<file path="config.mk">
export PLATFORM = sky130hd
export DESIGN_NAME = word_serializer
export DESIGN_NICKNAME = d
export VERILOG_FILES = /design/src/rtl/word_serializer_pkg.sv /design/src/rtl/word_serializer_sync_fifo.sv /design/src/rtl/word_serializer.sv
export SDC_FILE = /design/constraint.sdc
export NUM_CORES = 1
export LEC_CHECK = 0
export CORE_UTILIZATION = 55
export CTS_BUF_LIST = sky130_fd_sc_hd__clkbuf_8
export DETAILED_ROUTE_END_ITERATION = 10
export PLACE_DENSITY = 0.85
export SETUP_SLACK_MARGIN = 0.4
export SLEW_MARGIN = 30
export SYNTH_ARGS = -nofsm -noshare
export SYNTH_HDL_FRONTEND = slang
export SYNTH_HIERARCHICAL = 1
export SYNTH_SLANG_ARGS = --single-unit
export TNS_END_PERCENT = 30
</file>
<file path="constraint.sdc">
create_clock -name sys_clk -period 8.2 [get_ports sys_clk]
set_clock_uncertainty 0.1 [all_clocks]
set_input_delay 1.64 -clock sys_clk [delete_from_list [all_inputs] [get_ports sys_clk]]
set_output_delay 1.64 -clock sys_clk [all_outputs]
set_load 0.05 [all_outputs]
</file>
<file path="src/rtl/word_serializer_pkg.sv">
// Shared types and defaults for the word serializer and its FIFO.
// State encodings and default geometry live here so both files agree.
package word_serializer_pkg;

    localparam int DEFAULT_WIDTH = 8;
    localparam int DEFAULT_DEPTH = 4;

    typedef enum logic [0:0] {
        ST_IDLE  = 1'b0,
        ST_SHIFT = 1'b1
    } state_t;

    // Width of a counter that must hold values 0..n-1, never narrower than one bit.
    function automatic int cnt_width(input int n);
        return (n > 1) ? $clog2(n) : 1;
    endfunction

endpackage

</file>
<file path="src/rtl/word_serializer_sync_fifo.sv">
// Show-ahead synchronous FIFO: the head word is visible on pop_data while count > 0.
// Pushes to a full FIFO and pops from an empty FIFO are ignored.
module sync_fifo
    import word_serializer_pkg::*;
#(
    parameter int WIDTH = DEFAULT_WIDTH,
    parameter int DEPTH = DEFAULT_DEPTH
) (
    input  logic                     sys_clk,
    input  logic                     sys_rst,
    input  logic                     push,
    input  logic                     pop,
    input  logic [WIDTH-1:0]         push_data,
    output logic [WIDTH-1:0]         pop_data,
    output logic [$clog2(DEPTH):0]   count
);

    localparam int AW = $clog2(DEPTH);
    localparam logic [AW:0] FULL_CNT = (AW+1)'(DEPTH);

    logic [WIDTH-1:0] mem_r [DEPTH];
    logic [AW-1:0]    wr_ptr_r;
    logic [AW-1:0]    rd_ptr_r;
    logic [AW:0]      count_r;
    logic             push_ok_s;
    logic             pop_ok_s;

    // Qualify requests against the current occupancy.
    always_comb begin
        push_ok_s = push && (count_r < FULL_CNT) && !sys_rst;
        pop_ok_s  = pop && (count_r != {(AW+1){1'b0}}) && !sys_rst;
        pop_data  = mem_r[rd_ptr_r];
        count     = count_r;
    end

    // Pointers wrap naturally because DEPTH is a power of two.
    always_ff @(posedge sys_clk) begin
        if (sys_rst) begin
            wr_ptr_r <= AW'(0);
            rd_ptr_r <= AW'(0);
            count_r  <= {(AW+1){1'b0}};
        end else begin
            if (push_ok_s) wr_ptr_r <= wr_ptr_r + AW'(1);
            else           wr_ptr_r <= wr_ptr_r;
            if (pop_ok_s)  rd_ptr_r <= rd_ptr_r + AW'(1);
            else           rd_ptr_r <= rd_ptr_r;
            case ({push_ok_s, pop_ok_s})
                2'b10:   count_r <= count_r + (AW+1)'(1);
                2'b01:   count_r <= count_r - (AW+1)'(1);
                default: count_r <= count_r;
            endcase
        end
    end

    // Storage array; contents are don't-care until written.
    always_ff @(posedge sys_clk) begin
        if (push_ok_s) mem_r[wr_ptr_r] <= push_data;
    end

endmodule

</file>
<file path="src/rtl/word_serializer.sv">
// Parallel-to-serial converter: words queue in a FIFO and are shifted out one bit
// per ser_en strobe, with back-to-back words sent without a gap bit.
module word_serializer
    import word_serializer_pkg::*;
#(
    parameter int WIDTH     = DEFAULT_WIDTH,
    parameter int DEPTH     = DEFAULT_DEPTH,
    parameter bit MSB_FIRST = 1'b1
) (
    input  logic                     sys_clk,
    input  logic                     sys_rst,
    input  logic [WIDTH-1:0]         in_data,
    input  logic                     in_valid,
    output logic                     in_ready,
    input  logic                     ser_en,
    output logic                     out,
    output logic                     out_valid,
    output logic                     word_done,
    output logic [$clog2(DEPTH):0]   fifo_count
);

    localparam int CW = cnt_width(WIDTH);
    localparam int FW = $clog2(DEPTH) + 1;
    localparam logic [CW-1:0] LAST_IDX  = CW'(WIDTH - 1);
    localparam logic [FW-1:0] DEPTH_CNT = FW'(DEPTH);

    state_t           state_r;
    state_t           state_next_s;
    logic [WIDTH-1:0] shifter_r;
    logic [WIDTH-1:0] head_data_s;
    logic [CW-1:0]    bit_cnt_r;
    logic [FW-1:0]    count_s;
    logic             push_s;
    logic             pop_s;
    logic             fifo_has_s;
    logic             last_bit_s;
    logic             cur_bit_s;

    sync_fifo #(
        .WIDTH (WIDTH),
        .DEPTH (DEPTH)
    ) u_fifo (
        .sys_clk   (sys_clk),
        .sys_rst   (sys_rst),
        .push      (push_s),
        .pop       (pop_s),
        .push_data (in_data),
        .pop_data  (head_data_s),
        .count     (count_s)
    );

    // Handshake and pop decision; in_ready ignores a same-cycle pop on purpose.
    always_comb begin
        in_ready   = (count_s < DEPTH_CNT) && !sys_rst;
        push_s     = in_valid && in_ready;
        fifo_has_s = (count_s != {FW{1'b0}});
        last_bit_s = (state_r == ST_SHIFT) && ser_en && (bit_cnt_r == {CW{1'b0}});
        fifo_count = count_s;
        if (sys_rst)                 pop_s = 1'b0;
        else if (state_r == ST_IDLE) pop_s = fifo_has_s;
        else                         pop_s = last_bit_s && fifo_has_s;
    end

    // State register.
    always_ff @(posedge sys_clk) begin
        if (sys_rst) state_r <= ST_IDLE;
        else         state_r <= state_next_s;
    end

    // Next-state logic.
    always_comb begin
        state_next_s = ST_IDLE;
        case (state_r)
            ST_IDLE: begin
                if (fifo_has_s) state_next_s = ST_SHIFT;
                else            state_next_s = ST_IDLE;
            end
            ST_SHIFT: begin
                if (last_bit_s && !fifo_has_s) state_next_s = ST_IDLE;
                else                           state_next_s = ST_SHIFT;
            end
            default: state_next_s = ST_IDLE;
        endcase
    end

    // Shifter and bit counter; a pop reloads both on the same edge as the last bit.
    always_ff @(posedge sys_clk) begin
        if (sys_rst) begin
            shifter_r <= {WIDTH{1'b0}};
            bit_cnt_r <= {CW{1'b0}};
        end else if (pop_s) begin
            shifter_r <= head_data_s;
            bit_cnt_r <= LAST_IDX;
        end else if ((state_r == ST_SHIFT) && ser_en && (bit_cnt_r != {CW{1'b0}})) begin
            shifter_r <= MSB_FIRST ? (shifter_r << 1'b1) : (shifter_r >> 1'b1);
            bit_cnt_r <= bit_cnt_r - CW'(1);
        end else begin
            shifter_r <= shifter_r;
            bit_cnt_r <= bit_cnt_r;
        end
    end

    // Output decode, forced quiet during reset.
    always_comb begin
        out_valid = 1'b0;
        out       = 1'b0;
        word_done = 1'b0;
        if (MSB_FIRST) cur_bit_s = shifter_r[WIDTH-1];
        else           cur_bit_s = shifter_r[0];
        if (!sys_rst && (state_r == ST_SHIFT)) begin
            out_valid = 1'b1;
            out       = cur_bit_s;
            word_done = last_bit_s;
        end else begin
            out_valid = 1'b0;
            out       = 1'b0;
            word_done = 1'b0;
        end
    end

endmodule
</file>
== Yosys cells after proc, flatten, opt, wreduce, memory -nomap -nowiden ==
Memories as Yosys holds them, arrays and structs flattened. A register that Yosys moved wholly into a read port is not among the register bits.
Cells that the tools add are included.
Word-level totals
  input port bits: 12
  output and inout port bits: 7
  memory bits (writable): 32
  word-level logic and storage cells: 52
  memories: 1
  bits in registers: 19
Operators by class
  bitwise logic cells: 1
  muxes and demuxes: 17
  magnitude comparators: 1
  $add $sub $neg: 5
  eq/ne operators: 2
  reductions and logical operators: 19
Memory list
  u_fifo.mem_r: words 4, width 8, rd ports 1, clocked after Yosys merged registers in 1, write ports 1, line word_serializer_sync_fifo.sv:21  | logic [WIDTH-1:0] mem_r [DEPTH];
Operators by type and width (count)
  $mux W8: 2
  $logic_and A1 B1 Y1: 12
  $mux W1: 9
  $mux W3: 2
  $pmux W3 S2: 1
  $reduce_bool A3 Y1: 2
  $sub A3 B1 Y3 const B: 2
  $add A2 B1 Y2 const B: 2
  $mux W2: 2
  $reduce_bool A2 Y1: 2
  $add A3 B1 Y3 const B: 1
  $logic_not A3 Y1: 1
  $lt A3 B3 Y1 const B: 1
  $eq A2 B1 Y1 const B: 1
  $eq A2 B2 Y1 const B: 1
  $logic_not A1 Y1: 2
  $pmux W1 S2: 1
  $not A1 Y1: 1

== Logic depth before layout (Yosys ltp) ==
Gate-level depths: netlist of the first run.
  depth after elaboration: 9
  depth in mapped cells: 13
  gate-level depth less buffers: 12

== Hierarchy ==
The synthesis of the first run kept the hierarchy.
Modules (own cells, without submodules)
  sync_fifo: instances 1, sequential area each 1141.1 µm², area each 1609.0 µm², cells an instance 87
  word_serializer: instances 1, sequential area each 240.2 µm², area each 745.7 µm², cells an instance 80

== Worst setup path after synthesis of the first run ==
Ideal clock, no wire load.
  path type: input -> output
  start point: in sys_rst
  end point: out word_done
  arrival time: 3.189 ns
  data required time: 6.460 ns
  slack: 3.271 ns
  buffers on the path: 0
  stages: 2
  cells stage by stage: nor2b_1 nor2b_1
On the way
  word-level cells in the longest chain between the ends: 3
RTL lines
  from (decl): line word_serializer.sv:11  | input logic sys_rst,
  $logic_not A1 Y1: line word_serializer.sv:110  | if (!sys_rst && (state_r == ST_SHIFT)) begin
  $logic_and A1 B1 Y1: line word_serializer.sv:110
  $mux W1: line word_serializer.sv:110
  to (decl): line word_serializer.sv:18  | output logic word_done,
No other way between the ends.

== Worst setup path after layout of the first run ==
Same ends and word-level chain as after synthesis.

==> results.py, run 1 <==
metrics = {
    "cts": {
        "cts_tree": "done",
        "htreeDepth": 2,
        "hold_buffers": 0,
        "cts_resized": 0,
        "clk_pin_slew_ns": 0.09,
        "cts_buffer_depth": 2,
        "cts-root-buf": "clkbuf_8",
        "cts_buffers": 5,
        "cts.sinks": 53,
        "cts_setup_buffers": 0,
        "clk_latency_ns": 0.30,
    },
    "floorplanning": {
        "initial_core_util_pct": 58.0,
        "pin_count": 19,
        "dieHeight_um": 67.4,
        "row_count": 23,
        "fp.dieArea_mm2": 0.00455,
        "core_mm2": 0.00406,
        "die_x_um": 67.4,
    },
    "synth": {
        "async_flop_share_pct": 0,
        "ys_seq_area_share_pct": 58.7,
        "syn_inst": 167,
        "netlist_top_cells_area": "edfxtp_1, dfxtp_1, mux4_2",
        "ys.flop_type": "edfxtp_1",
        "synth-edff-count": 32,
        "synth_top_area_share_pct": 40.8,
        "syn_area_mm2": 0.00235,
        "yosysWarnings": 6,
        "synth.most_common_cell": "edfxtp_1",
        "synth_common_cells": "edfxtp_1, dfxtp_1, nor2_1, o21ai_0, nand3_1",
        "synth-seq-cells": 53,
        "synth.distinct_cells": 37,
        "post-synth-top-area-cell": "edfxtp_1",
        "avgSynthCellArea_um2": 14.1,
        "synth_nets": 187,
    },
    "setup_path": {
        "worstReg2RegStart": "bit_cnt_r[0]$_SDFFE_PP0P_",
        "r2r_cells": 12,
        "max_stage_delay_ns": 0.80,
        "end_kind": "output pin",
        "crit_slowest_cell": "clkdlybuf4s50_1",
        "cp_data_arrival_time_ns": 3.40,
        "critical_path_buf_inv_count": 3,
        "rrSetupSlack_ns": 5.23,
        "cp_cell_sequence": "clkdlybuf4s50_1 > buf_4 > nor2b_1 > nor2b_1 > clkdlybuf4s50_1",
        "critPathMaxFanout": 26,
        "cp_top_family": "buffers and inverters",
        "worstSetupStartpointType": "input port",
        "cp.required_ns": 6.46,
        "timing.rr.end": "u_fifo/count[2]$_SDFFE_PP0P_",
        "crit_type": "in -> out",
    },
    "global_route": {
        "use_met2_pct": 34.4,
        "grt_pass1_vias": 1332,
        "grt_max_degree": 27,
        "track_usage_pct": 20.5,
        "gr-max-usage-layer": "met2",
        "met3_usage_pct": 5.41,
        "use_met1_pct": 24.6,
        "grt_overflow": 0,
        "grt_pass1_wl_um": 6490,
        "antenna_found_initial": 0,
    },
    "power_and_ir_drop": {
        "p_switching_w": 0.000117,
        "combPwrFrac_pct": 10.3,
        "power_frac_seq_pct": 57.3,
        "ir_worst_vdd_uv": 139,
        "swShare_pct": 22.6,
        "powerDensity_mw_per_mm2": 197,
        "p_clk_share_pct": 32.5,
        "p_leak_nw": 0.883,
        "total_power_w": 0.000518,
        "internal_power_w": 0.000401,
    },
    "run": {
        "maxCapViolations": 0,
    },
    "sta": {
        "max_freq_mhz": 195,
        "tightest_slew_ns": 0.529,
        "report.final.slew_viol_count": 0,
        "finalCritPeriodShare_pct": 62.6,
        "setup_viol": 0,
        "maxSlewHeadroom_pct": 64.7,
        "finalHoldViolations": 0,
        "period_needed_ns": 5.14,
        "final.setup.tns_ns": 0,
        "rsz0062_at_grt": "no",
    },
    "detailed_routing": {
        "drc_errors": 0,
        "drtAntennaViolNets": 0,
        "firstDrtPassIters": 4,
        "initialDrtViolationCount": 69,
        "wl_per_cell_um": 17.4,
        "viasPerCell": 5.95,
        "routed-via-count": 1392,
        "wl_um": 4080,
    },
    "hold_path": {
        "whs_endpoint": "shifter_r[1]$_SDFFE_PP0P_",
        "hold_start": "shifter_r[0]$_SDFFE_PP0P_",
        "holdPathStages": 2,
        "hold_path_class": "reg -> reg",
    },
    "placement": {
        "hpwl_um": 2920,
        "port_buffers": 18,
        "place_congestion": 0.821,
    },
    "layout": {
        "nNetsFinal": 203,
        "multi_input_area_um2": 877,
        "diodes": 0,
        "area_delta_synth_final_pct": 11.8,
        "seqCellArea_mm2": 0.00138,
        "drive_above_1_share_pct": 14.1,
        "num-fill-cells": 278,
    },
    "run_status": {
        "status": "completed",
    },
}
routing by layer:
| layer | vias up | part of all wire (%) |
|---|---|---|
| met5 | - | 0 |
| met4 | 0 | 2.4 |
| met3 | 11 | 4.7 |
| met2 | 43 | 50 |
| met1 | 681 | 42 |
| li1 | 657 | - |
flip-flops by register name (all words and copies together) (netlist names), named ones only:
register	count
u_fifo/mem_r	32
shifter_r	8
bit_cnt_r	3
u_fifo/count	3
u_fifo/rd_ptr_r	2
u_fifo/wr_ptr_r	2
state_r	1
power by group through the flow:
stage	logic [W]	clock network [W]	registers [W]
after floorplan	0.0000400	0	0.000302
after global placement	0.0000493	0	0.000302
after detailed placement	0.0000528	0	0.000303
after CTS	0.0000529	0.000172	0.000297
after global routing	0.0000575	0.000181	0.000298
final	0.0000532	0.000168	0.000297
worst register-to-register path, stage by stage (launching register included):
cell and delay (ns):
dfxtp_1 0.34, inv_1 0.07, ha_1 0.27, nand3b_4 0.16, a21o_1 0.45, nor2_1 0.13, o31ai_2 0.11, nor2_1 0.09
ha_1 0.22, fa_1 0.38, xnor2_1 0.15, or3_1 0.30, a21oi_1 0.14
worst max-delay path by stage:
| stage | startpoint | to | depth (start not counted) |
|---|---|---|---|
| after global routing | sys_rst | word_done | 5 |
| after floorplan | sys_rst | word_done | 2 |
| after CTS | sys_rst | word_done | 5 |
| after global placement | sys_rst | word_done | 5 |
| final | sys_rst | word_done | 5 |
| after detailed placement | sys_rst | word_done | 5 |
placed cells by master, fill, tap and decap left out, types with 2 or more instances in the layout:
master / Yosys / routed
a311oi_2: 5 / 5
dfxtp_1: 21 / 21
xnor2_1: 2 / 2
clkbuf_8: 1 / 5
a21oi_1: 3 / 3
mux4_2: 8 / 8
nand3_1: 9 / 9
xor2_1: 3 / 3
a311oi_1: 2 / 2
ha_1: 7 / 7
o21ai_0: 11 / 11
nand2_1: 2 / 2
and2_1: 7 / 7
nor2_1: 11 / 11
a31oi_1: 2 / 2
nor2b_1: 3 / 3
nand2b_1: 2 / 2
edfxtp_1: 32 / 32
mux2i_1: 4 / 4
clkdlybuf4s50_1: 0 / 18
inv_1: 5 / 6
a211oi_1: 7 / 7
kinds of logic (layout without fill, tap and decap cells):
kind of cell             after synthesis  in the layout  synth area share (%)
AO/OA/AOI/OAI                         33             33                  10.9
XOR/XNOR                               5              5                  1.86
adder cells (fa/ha/maj)                8              8                  4.57
buffers and inverters                 15             32                  4.09
flip-flops                            53             53                  58.7
multiplexers                          12             12                  9.35
AND/OR/NAND/NOR                       41             41                  10.6
stage by stage:
stage / utilization (%) / instance area (um^2) / hold WS (ns) / cells / worst slack, ns
6_report: 64.9 / 2630 / 0.403 / 234 / 3.06
5_1_grt: 64.9 / 2630 / 0.446 / 234 / 2.94
4_1_cts: 64.9 / 2630 / 0.402 / 234 / 3.05
3_5_place_dp: 62.3 / 2530 / 0.395 / 226 / 3.05
3_3_place_gp: 62.3 / 2530 / 0.380 / 226 / 3.08
2_1_floorplan: - / 2350 / 0.357 / 167 / 3.27
cell type report:
cell class              instances  share of cell area (%)
multi-input cells              99                    33.3
well taps                      50                    2.38
repair buffers                 19                    7.13
flip-flops and latches         53                    52.4
clock inverters                 3                    1.43
inverters                       5                   0.713
clock buffers                   5                    2.61
No activity file was read; power rests on OpenSTA's default activity.
==> run 2, diff against run 1 <==
- clock period: 8.2 -> 5 ns (I/O delays scaled with it)
==> run 2 against run 1 <==
  * First-iteration DRC count up 51%
  * Die area unchanged
  * Sequential power up 64%
  * Register-to-register slack worse by 3.3 ns
  * Count of clock-buffer cells in the layout unchanged
  * Wire length down 2.9%
  * Combinational power up 61%
  * Cell area down 1.0%
  * Sequential share of layout area up 0.53 points
  * Core utilization down 0.65 points
  * Critical path depth down 1
  * Sequential cell count unchanged
  * Highest routed layer unchanged
==> results.py, run 2 (same netlist as run 1, synthesis figures left out) <==
metrics = {
    "run_status": {
        "status": "completed",
    },
    "setup_path": {
        "cp.required_ns": 3.90,
        "cp_top_family": "buffers and inverters",
        "crit_type": "in -> out",
        "critPathMaxFanout": 25,
        "cpMostUsedCell": "clkdlybuf4s50_1",
        "crit_slowest_cell": "clkdlybuf4s50_1",
        "end_kind": "output pin",
        "cp_data_arrival_time_ns": 2.67,
        "cp_cell_sequence": "clkdlybuf4s50_1 > buf_4 > nor2_1 > clkdlybuf4s50_1",
        "worstSetupStartpointType": "input port",
        "critical_path_buf_inv_count": 3,
        "max_stage_delay_ns": 0.82,
        "cp.depth": 4,
        "r2r_cells": 12,
    },
    "power_and_ir_drop": {
        "combPwrFrac_pct": 10.9,
        "internal_power_w": 0.000605,
        "p_switching_w": 0.000186,
        "power_frac_seq_pct": 61.5,
        "powerDensity_mw_per_mm2": 304,
        "p_leak_nw": 0.874,
        "p_clk_share_pct": 27.7,
        "ir_worst_vdd_uv": 200,
        "swShare_pct": 23.6,
    },
    "global_route": {
        "track_usage_pct": 20.2,
        "antenna_found_initial": 0,
        "grt_max_degree": 26,
        "grt_pass1_vias": 1341,
        "grt_overflow": 0,
        "grt_pass1_wl_um": 6400,
    },
    "sta": {
        "tightest_slew_ns": 0.554,
        "setup_ws_ns": 1.23,
        "final.setup.tns_ns": 0,
        "finalCritPeriodShare_pct": 75.3,
        "maxSlewHeadroom_pct": 63.0,
        "finalHoldViolations": 0,
        "max_freq_mhz": 265,
        "setup_viol": 0,
        "report.final.slew_viol_count": 0,
        "rsz0062_at_grt": "no",
        "period_needed_ns": 3.77,
    },
    "detailed_routing": {
        "drtAntennaViolNets": 0,
        "routed-via-count": 1352,
        "initialDrtViolationCount": 104,
        "wl_um": 3960,
        "viasPerCell": 5.78,
        "firstDrtPassIters": 4,
        "wl_per_cell_um": 16.9,
        "drc_errors": 0,
    },
    "placement": {
        "hpwl_um": 2770,
        "place_area_mm2": 0.00253,
        "pre_cts_ws_ns": 1.13,
        "port_buffers": 18,
        "place_congestion": 0.788,
    },
    "layout": {
        "diodes": 0,
        "top_register": "u_fifo/mem_r",
        "fin_area_mm2": 0.00261,
        "nNetsFinal": 203,
        "layout_common_cells": "edfxtp_1, dfxtp_1, clkdlybuf4s50_1",
        "num-fill-cells": 291,
        "largest_reg_flops": 32,
        "drive_above_1_share_pct": 13.6,
        "area_delta_synth_final_pct": 10.7,
        "top_regs": "u_fifo/mem_r (32), shifter_r (8)",
        "multi_input_area_um2": 877,
        "final_common_cell": "edfxtp_1",
        "seqCellArea_mm2": 0.00138,
    },
    "cts": {
        "cts-root-buf": "clkbuf_8",
        "cts_buffers": 5,
        "hold_buffers": 0,
        "cts_tree": "done",
        "cts_buffer_depth": 2,
        "cts_resized": 0,
        "htreeDepth": 2,
        "cts_setup_buffers": 0,
        "clk_latency_ns": 0.30,
        "cts.sinks": 53,
        "clk_pin_slew_ns": 0.08,
    },
    "floorplanning": {
        "fp.dieArea_mm2": 0.00455,
        "row_count": 23,
        "die_x_um": 67.4,
        "core_mm2": 0.00406,
        "initial_core_util_pct": 58.0,
        "pin_count": 19,
        "dieHeight_um": 67.4,
    },
    "hold_path": {
        "hold_path_class": "reg -> reg",
        "holdPathStages": 2,
    },
    "run": {
        "maxCapViolations": 0,
    },
}
-- run 2: cell type report --
class | instances | area share [%]
clock buffers | 5 | 2.64
inverters | 5 | 0.720
flip-flops and latches | 53 | 53.0
multi-input cells | 99 | 33.6
well taps | 50 | 2.40
repair buffers | 19 | 7.20
clock inverters | 3 | 0.432
-- run 2: final timing paths --
path                             startpoint                           end  slack [ns]
setup / recovery                    sys_rst                      in_ready        1.23
hold reg to reg   shifter_r[6]$_SDFFE_PP0P_     shifter_r[7]$_SDFFE_PP0P_        0.41
hold / removal    shifter_r[6]$_SDFFE_PP0P_     shifter_r[7]$_SDFFE_PP0P_        0.41
setup reg to reg  bit_cnt_r[0]$_SDFFE_PP0P_  u_fifo/count[2]$_SDFFE_PP0P_        1.98
-- run 2: power groups by stage --
stage	Clock, W	Combinational [W]	Sequential [W]
finish	0.000219	0.0000859	0.000486
global route	0.000244	0.0000945	0.000488
CTS	0.000224	0.0000860	0.000486
detailed placement	0	0.0000857	0.000496
global placement	0	0.0000814	0.000495
floorplan	0	0.0000656	0.000495
-- run 2: worst min-delay path, delay by kind of cell (launching register included) --
family	cells	cell delay, ns
flops	1	0.32
compound gates	1	0.08
simple gates	1	0.06
-- run 2: per-stage QoR --
step	instances	total power, W	util, %	hold WS (ns)
floorplan	167	0.000560	-	0.357
global placement	226	0.000576	62.3	0.380
detailed placement	226	0.000582	62.3	0.392
CTS	234	0.000796	64.3	0.405
global route	234	0.000827	64.3	0.444
finish	234	0.000791	64.3	0.406
-- run 2: metal layers --
layer  vias up  global-route usage [%]  routed length (um)
met5         -                       0                   0
met4         0                    9.84                  90
met3        10                    6.42                 154
met2        25                    32.5                1930
met1       659                    24.4                1790
li1        658                       -                   -
==> run 3, diff against run 2 <==
- CORE_UTILIZATION: 55 -> 54
- PLACE_DENSITY: 0.85 -> 0.87
- clock period: 5 -> 3.25 ns (I/O delays scaled with it)
==> run 3 against run 2 <==
  * Via count increased by 4.4%
  * Total power increased by 66%
  * Clock power increased by 92%
  * Critical path type is now reg -> reg
  * Cell area increased by 4.0%
  * Global-route usage increased by 1.3 points
  * Cell count increased by 1.3%
  * Sequential cell count unchanged
  * Die area increased by 1.8%
  * Critical path depth increased by 8
  * Hold slack improved by 0.0035 ns
  * Core utilization increased by 2.1 points
  * Highest routed layer unchanged
  * Count of clock-buffer cells in the layout unchanged
==> results.py, run 3 (same netlist as run 1, synthesis figures left out) <==
metrics = {
    "layout": {
        "area_delta_synth_final_pct": 15.2,
        "top_register": "u_fifo/mem_r",
        "diodes": 0,
        "drive_above_1_share_pct": 18.2,
        "layout_common_cells": "edfxtp_1, dfxtp_1, clkdlybuf4s50_1",
        "final_cells": 237,
        "final_common_cell": "edfxtp_1",
        "largest_reg_flops": 32,
        "nNetsFinal": 206,
        "top_regs": "u_fifo/mem_r (32), shifter_r (8)",
    },
    "setup_path": {
        "timing.rr.end": "u_fifo/count[2]$_SDFFE_PP0P_",
        "endpoint": "u_fifo/count[2]$_SDFFE_PP0P_",
        "r2r_cells": 12,
        "startpoint": "bit_cnt_r[0]$_SDFFE_PP0P_",
        "cp_data_arrival_time_ns": 2.78,
        "cp.required_ns": 3.37,
        "rrSetupSlack_ns": 0.60,
        "worstReg2RegStart": "bit_cnt_r[0]$_SDFFE_PP0P_",
        "crit_type": "reg -> reg",
        "critPathMaxFanout": 10,
        "worstSetupStartpointType": "flop",
        "end_kind": "flop",
    },
    "floorplanning": {
        "initial_core_util_pct": 57.6,
        "pin_count": 19,
        "die_x_um": 68.0,
        "dieHeight_um": 68.0,
        "row_count": 23,
        "core_mm2": 0.00409,
        "fp.dieArea_mm2": 0.00463,
    },
    "cts": {
        "cts_tree": "done",
        "clk_latency_ns": 0.29,
        "htreeDepth": 2,
        "cts.sinks": 53,
        "clk_pin_slew_ns": 0.09,
        "cts_buffer_depth": 2,
        "cts-root-buf": "clkbuf_8",
        "hold_buffers": 0,
        "cts_buffers": 5,
    },
    "detailed_routing": {
        "viasPerCell": 5.95,
        "drtAntennaViolNets": 0,
        "routed-via-count": 1411,
        "wl_um": 4190,
        "initialDrtViolationCount": 92,
        "firstDrtPassIters": 4,
        "drc_errors": 0,
        "wl_per_cell_um": 17.7,
    },
    "global_route": {
        "grt_pass1_vias": 1497,
        "antenna_found_initial": 0,
        "grt_pass1_wl_um": 6950,
        "grt_overflow": 0,
        "grt_max_degree": 26,
        "track_usage_pct": 21.4,
    },
    "power_and_ir_drop": {
        "p_leak_nw": 0.938,
        "ir_worst_vdd_uv": 377,
        "powerDensity_mw_per_mm2": 484,
    },
    "hold_path": {
        "hold_path_class": "reg -> reg",
    },
    "sta": {
        "period_needed_ns": 2.65,
        "max_freq_mhz": 377,
        "finalHoldViolations": 0,
        "rsz0062_at_grt": "no",
        "setup_viol": 0,
        "finalCritPeriodShare_pct": 81.7,
        "final.setup.tns_ns": 0,
        "setup_ws_ns": 0.596,
        "tightest_slew_ns": 0.542,
        "maxSlewHeadroom_pct": 63.8,
        "report.final.slew_viol_count": 0,
    },
    "placement": {
        "hpwl_um": 2980,
        "dp_cells": 228,
        "port_buffers": 18,
        "pre_cts_ws_ns": 0.0954,
        "place_congestion": 0.793,
    },
    "run": {
        "maxCapViolations": 0,
    },
    "run_status": {
        "status": "completed",
    },
}
run 3: through the flow:
step                hold WS (ns)  utilization, %  total power [W]  instance area, um^2
floorplan                  0.357               -         0.000863                 2360
global placement           0.385            63.4         0.000894                 2590
detailed placement         0.391            63.4         0.000905                 2590
CTS                        0.409            66.3          0.00132                 2710
global route               0.431            66.4          0.00136                 2710
finish                     0.409            66.4          0.00131                 2710
run 3: worst min-delay path by stage:
stage                              start                   endpoint  slack [ns]  depth (start not counted)
4_1_cts        bit_cnt_r[1]$_SDFFE_PP0P_  bit_cnt_r[1]$_SDFFE_PP0P_        0.41                          2
5_1_grt        shifter_r[6]$_SDFFE_PP0P_  shifter_r[7]$_SDFFE_PP0P_        0.43                          2
3_5_place_dp   shifter_r[0]$_SDFFE_PP0P_  shifter_r[1]$_SDFFE_PP0P_        0.39                          2
6_report       bit_cnt_r[1]$_SDFFE_PP0P_  bit_cnt_r[1]$_SDFFE_PP0P_        0.41                          2
3_3_place_gp   bit_cnt_r[1]$_SDFFE_PP0P_  bit_cnt_r[1]$_SDFFE_PP0P_        0.38                          2
2_1_floorplan  shifter_r[0]$_SDFFE_PP0P_  shifter_r[1]$_SDFFE_PP0P_        0.36                          2
run 3: area by class of cell:
type | count | area, um^2
sequential | 53 | 1380
tap | 50 | 62.6
clock buffer | 5 | 68.8
timing repair buffer | 22 | 259
multi-input combinational | 99 | 885
inverter | 5 | 18.8
fill | 280 | 1370
clock inverter | 3 | 37.5
run 3: critical path: stages, from the launching register on:
cell and delay, ns:
dfxtp_1 0.35, inv_1 0.08, ha_1 0.28, nand3b_4 0.17, a21o_1 0.16, nor2_1 0.06, o31ai_2 0.09, nor2_1 0.08
ha_1 0.22, fa_1 0.38, xnor2_1 0.14, or3_1 0.30, a21oi_1 0.17
run 3: routing by layer:
metal,part of all wire [%],global-route usage [%],vias up,routed length [um]
met3,4.3,7.00,10,181
met4,2.4,10.2,0,100
met1,40,24.4,692,1680
li1,-,-,667,-
met2,53,36.2,42,2230
met5,0,0,-,0
run 3: repair_timing:
action                     4_1_cts  5_1_grt
setup buffers                    1        0
setup endpoints to repair        1        3
resized for setup                1        2
run 3: report_power, final:
group / internal (W) / leakage [nW] / switching, W
Sequential: 0.000732 / 0.460 / 0.0000176
Combinational: 0.0000615 / 0.421 / 0.0000811
Clock: 0.000224 / 0.0570 / 0.000196
